`src/rtl/uart_transmitter.sv`:
```
// UART transmitter: start bit, 8 data bits MSB-first, STOP_BITS stop bits, valid/ready input.
// Optional even parity bit between data and stop when UART_TX_PARITY_EN is defined.
module uart_transmitter #(
    parameter int unsigned CLKS_PER_BIT = 1,
    parameter int unsigned STOP_BITS    = 1
) (
    input  logic       clk,
    input  logic       rst,
    input  logic [7:0] data_in,
    input  logic       send_byte,
    output logic       ready,
    output logic       bit_out,
    output logic       busy,
    output logic       sent_byte
);

    localparam int unsigned       CNT_W     = $clog2(CLKS_PER_BIT) + 1;
    localparam logic [CNT_W-1:0]  CNT_LAST  = CNT_W'(CLKS_PER_BIT - 1);
    localparam logic [1:0]        STOP_LAST = 2'(STOP_BITS - 1);

`ifdef UART_TX_PARITY_EN
    typedef enum logic [2:0] {IDLE, START, DATA, PARITY, STOP} state_t;
`else
    typedef enum logic [2:0] {IDLE, START, DATA, STOP} state_t;
`endif

    state_t           state, state_next;
    logic [7:0]       shift_reg, shift_next;
    logic [CNT_W-1:0] clk_cnt, cnt_next;
    logic [2:0]       bit_idx, idx_next;
    logic [1:0]       stop_cnt, stop_next;
    logic             bit_next, busy_next, sent_next;
    logic             bit_done;
`ifdef UART_TX_PARITY_EN
    logic             parity_reg, parity_next;
`endif

    assign bit_done = (clk_cnt == CNT_LAST);
    assign ready    = (state == IDLE);

    always_ff @(posedge clk or posedge rst) begin
        if (rst) begin
            state     <= IDLE;
            shift_reg <= '0;
            clk_cnt   <= '0;
            bit_idx   <= '0;
            stop_cnt  <= '0;
            bit_out   <= 1'b1;
            busy      <= 1'b0;
            sent_byte <= 1'b0;
`ifdef UART_TX_PARITY_EN
            parity_reg <= 1'b0;
`endif
        end else begin
            state     <= state_next;
            shift_reg <= shift_next;
            clk_cnt   <= cnt_next;
            bit_idx   <= idx_next;
            stop_cnt  <= stop_next;
            bit_out   <= bit_next;
            busy      <= busy_next;
            sent_byte <= sent_next;
`ifdef UART_TX_PARITY_EN
            parity_reg <= parity_next;
`endif
        end
    end

    always_comb begin
        state_next = state;
        shift_next = shift_reg;
        cnt_next   = clk_cnt;
        idx_next   = bit_idx;
        stop_next  = stop_cnt;
        sent_next  = 1'b0;
`ifdef UART_TX_PARITY_EN
        parity_next = parity_reg;
`endif
        // Bit-period counter restarts at every bit boundary; frozen while idle.
        if (state != IDLE)
            cnt_next = bit_done ? '0 : clk_cnt + 1'b1;
        case (state)
            IDLE: begin
                if (send_byte) begin
                    shift_next = data_in;
                    cnt_next   = '0;
                    state_next = START;
`ifdef UART_TX_PARITY_EN
                    parity_next = ^data_in;
`endif
                end
            end
            START: begin
                if (bit_done) begin
                    state_next = DATA;
                    idx_next   = 3'd7;
                end
            end
            DATA: begin
                if (bit_done) begin
                    shift_next = {shift_reg[6:0], 1'b0};
                    idx_next   = bit_idx - 1'b1;
                    if (bit_idx == 3'd0) begin
                        stop_next = '0;
`ifdef UART_TX_PARITY_EN
                        state_next = PARITY;
`else
                        state_next = STOP;
`endif
                    end
                end
            end
`ifdef UART_TX_PARITY_EN
            PARITY: begin
                if (bit_done)
                    state_next = STOP;
            end
`endif
            STOP: begin
                if (bit_done) begin
                    if (stop_cnt == STOP_LAST) begin
                        state_next = IDLE;
                        sent_next  = 1'b1;
                    end else begin
                        stop_next = stop_cnt + 1'b1;
                    end
                end
            end
            default: state_next = IDLE;
        endcase
    end

    // Line level is computed from the next state so bit_out can be a plain register.
    always_comb begin
        bit_next  = 1'b1;
        busy_next = (state_next != IDLE);
        case (state_next)
            START:   bit_next = 1'b0;
            DATA:    bit_next = shift_next[7];
`ifdef UART_TX_PARITY_EN
            PARITY:  bit_next = parity_next;
`endif
            default: bit_next = 1'b1;
        endcase
    end

endmodule

```
`config.mk`:
```
export PLATFORM = sky130hd
export DESIGN_NAME = uart_transmitter
export DESIGN_NICKNAME = d
export VERILOG_FILES = /design/src/rtl/uart_transmitter.sv
export SDC_FILE = /design/constraint.sdc
export NUM_CORES = 1
export LEC_CHECK = 0
export CORE_UTILIZATION = 47
export DETAILED_ROUTE_END_ITERATION = 16
export PLACE_DENSITY = 0.73
export REMOVE_ABC_BUFFERS = 1
export SKIP_LAST_GASP = 1
export SYNTH_ARGS = -nofsm -noshare
export SYNTH_HDL_FRONTEND = slang
export SYNTH_SLANG_ARGS = --single-unit
```
`constraint.sdc`:
```
create_clock -name clk -period 1.5 [get_ports clk]
set_clock_uncertainty 0.2 [all_clocks]
set_input_delay 0.15 -clock clk [delete_from_list [all_inputs] [get_ports clk]]
set_output_delay 0.15 -clock clk [all_outputs]
set_load 0.01 [all_outputs]
```
==> metrics.txt <==
crit path capture type register; Fmax 585.1 MHz; Worst Hold Class input pin to register; r2r worst-path depth 6; design area 1469 um^2; violated checks negative setup slack; Final min period 1709 ps; IO Count 15; via count 940; CTS clk-pin slew, worst paths 110 ps; pin count of the biggest net entering global routing 15; hold path cells 3; routability cong. roughly 0.8; Worst Hold Launch data_in[0]; remaining antenna violation count 0; most common cell after layout, fill and taps aside buf_4; setup violators final 13; yosys warns 0; EDFF count, synth 0; clock sink count 20; CP max-delay cell dfrtp_1; die area 2410 um^2; layout cells sized above 1 between 30% and 40%; number of synthesized register bits 20; Die W 49.09 um; Power Density slightly below 1000 nW/um^2; drt drc 0; first-pass detailed-route iteration total 4; status finished, violations left; Crit Path Class register to register; Synth top area share 45.62%; leading area contributor after synthesis dfrtp_1; sequential area share after synthesis between 40% and 50%; total grt overflow 0; Root Buffer clkbuf_4; Cell Count, Final, Fillers Out 171; end of the worst hold path shift_reg[0]; sw frac 29.02%; initial antenna violation count 0; register share of total power 48.2%; Critical R2R Launch stop_cnt[0]; RSZ-0062 raised after global routing yes; number of flip-flops in the largest register 8; Required @ worst endpoint 1500 ps; DP Wirelength between 1500 and 2000 um; # fillers 151; worst path cell trace inv_1 -> ha_2 -> nor2b_1 -> o21ai_1 -> and2_4 -> or3b_1; fin crit share 113.9%; final net count 159; WL/cell between 10 and 15 um; FF-to-FF End busy; Vias per Instance 5.497; first-pass GRT wire length 3933 um; Place WS -144.4 ps; Setup WS post-layout -209.2 ps; CTS max path bufs 2; Hold WS between 150 and 200 ps; Placement Cell Area between 1000 and 1500 um^2; initial drt markers 8; most frequent cells in the layout buf_4 (18), dfrtp_1 (17), inv_1 (13), clkdlybuf4s50_1 (10), nand2_1 (9); Fin. Hold Viols 0; Starting Density between 50% and 60%; Internal Power 1.030 mW; Mapped Cells between 100 and 150; Placed Instances 163; Clock H-tree levels 1; crit start category register; number of inserted diodes 0; Netlist Area Pre-Place 1042 um^2; WP data arrival 1710 ps; post-synthesis async set-or-reset flop share 100.0%; net switching power figure 0.4211 mW; Synth Area per Inst 9.741 um^2; MaxCap Viol Count 0; Crit path largest cell delay 390 ps; Area Growth Syn to Fin 40.94%; latest clock arrival within the worst-skew pair 310 ps; Comb pwr share 30.1%; GRT Resource Usage Total between 20% and 30%; total power 1.451 mW; Most used DFF post-synth dfrtp_1; CTS tree built; core box area 2022 um^2; Clk network pwr share 21.7%; Num CTS Buffers 3; CP max FO 3; site row count 16; FF-to-FF setup slack -210 ps; Yosys cell types 37; fin. max-slew vios 0; LEAKAGE 0.6859 nW; Worst VDD drop 0.8545 mV; Die H between 40 and 50 um; vias in the first global route 932; Post-Route WL 2347 um; top cells by area, synth dfrtp_1 (46%), o21ai_0 (5.8%), a22oi_1 (5.0%), inv_1 (4.7%), ha_1 (3.6%); count of input and output buffers 14
[metrics by stage]
step / utilization (%) / TNS (ps)
2_1_floorplan: - / -513.3
3_3_place_gp: 66.52 / -808.8
3_5_place_dp: 66.52 / -1235
4_1_cts: 70.17 / -966.9
5_1_grt: 72.65 / -1941
6_report: 72.65 / -1077
[synthesized netlist by cell type (3+ instances only)]
| cell type | n |
|---|---|
| nor2_1 | 3 |
| ha_1 | 3 |
| a22oi_1 | 7 |
| nand2_1 | 10 |
| a21oi_1 | 3 |
| nor2b_1 | 4 |
| dfrtp_1 | 19 |
| o21ai_0 | 12 |
| inv_1 | 13 |
[what timing repair did]
action,4_1_cts,5_1_grt
cloned,0,0
hold buffers,1,0
setup buffers,1,2
hold endpoints to repair,5,0
endpoints found under the setup margin,20,18
resized for setup,15,17
pin swaps,2,6
[cell families after synthesis]
kind of cell | count (synthesis) | share of synthesized area (%)
other | 1 | 0.3598
AOI/OAI and AO/OA | 32 | 20.05
adders and majority gates | 3 | 3.602
and+or+nand+nor | 32 | 18.97
muxes | 1 | 0.9604
buffers and inverters | 18 | 7.923
DFF | 20 | 48.14
[worst max-delay path, delay by kind of cell, from the launching register on]
kind	cells	cell delay (ps)
adders and majority gates	1	190
AOI/OAI and AO/OA	1	180
buffers and inverters	1	70
and+or+nand+nor	3	570
DFF	1	390
[worst max-delay path by stage]
stage	startpoint	endpoint	slack [ps]	depth (start not counted)
2_1_floorplan	stop_cnt[0]	busy	-100	6
3_3_place_gp	stop_cnt[0]	bit_out	-120	6
3_5_place_dp	stop_cnt[0]	busy	-140	6
4_1_cts	stop_cnt[0]	busy	-170	6
5_1_grt	stop_cnt[0]	busy	-320	6
6_report	stop_cnt[0]	busy	-210	6
[power by group through the flow]
stage / sequential [mW] / clock, mW / combinational [mW]
after global routing: 0.711 / 0.343 / 0.485
after CTS: 0.693 / 0.321 / 0.407
after floorplan: 0.709 / 0 / 0.181
after global placement: 0.700 / 0 / 0.377
final: 0.700 / 0.314 / 0.437
after detailed placement: 0.705 / 0 / 0.390
[area by class of cell]
class | count | area, um^2 | share of cell area (%)
inverter | 13 | 48.80 | 3.322
sequential | 20 | 504.2 | 34.33
clock buffer | 4 | 36.28 | 2.470
tap | 27 | 33.78 | 2.300
multi-input combinational | 69 | 504.2 | 34.33
timing repair buffer | 38 | 341.6 | 23.25
[routing by layer]
layer	track usage (%)	vias to the layer above	wire (um)
li1	-	442	-
met5	0	-	0
met1	25.30	458	999
met3	2.804	12	64
met4	11.27	0	104
met2	37.90	28	1180
No activity file was read; power rests on OpenSTA's default activity.
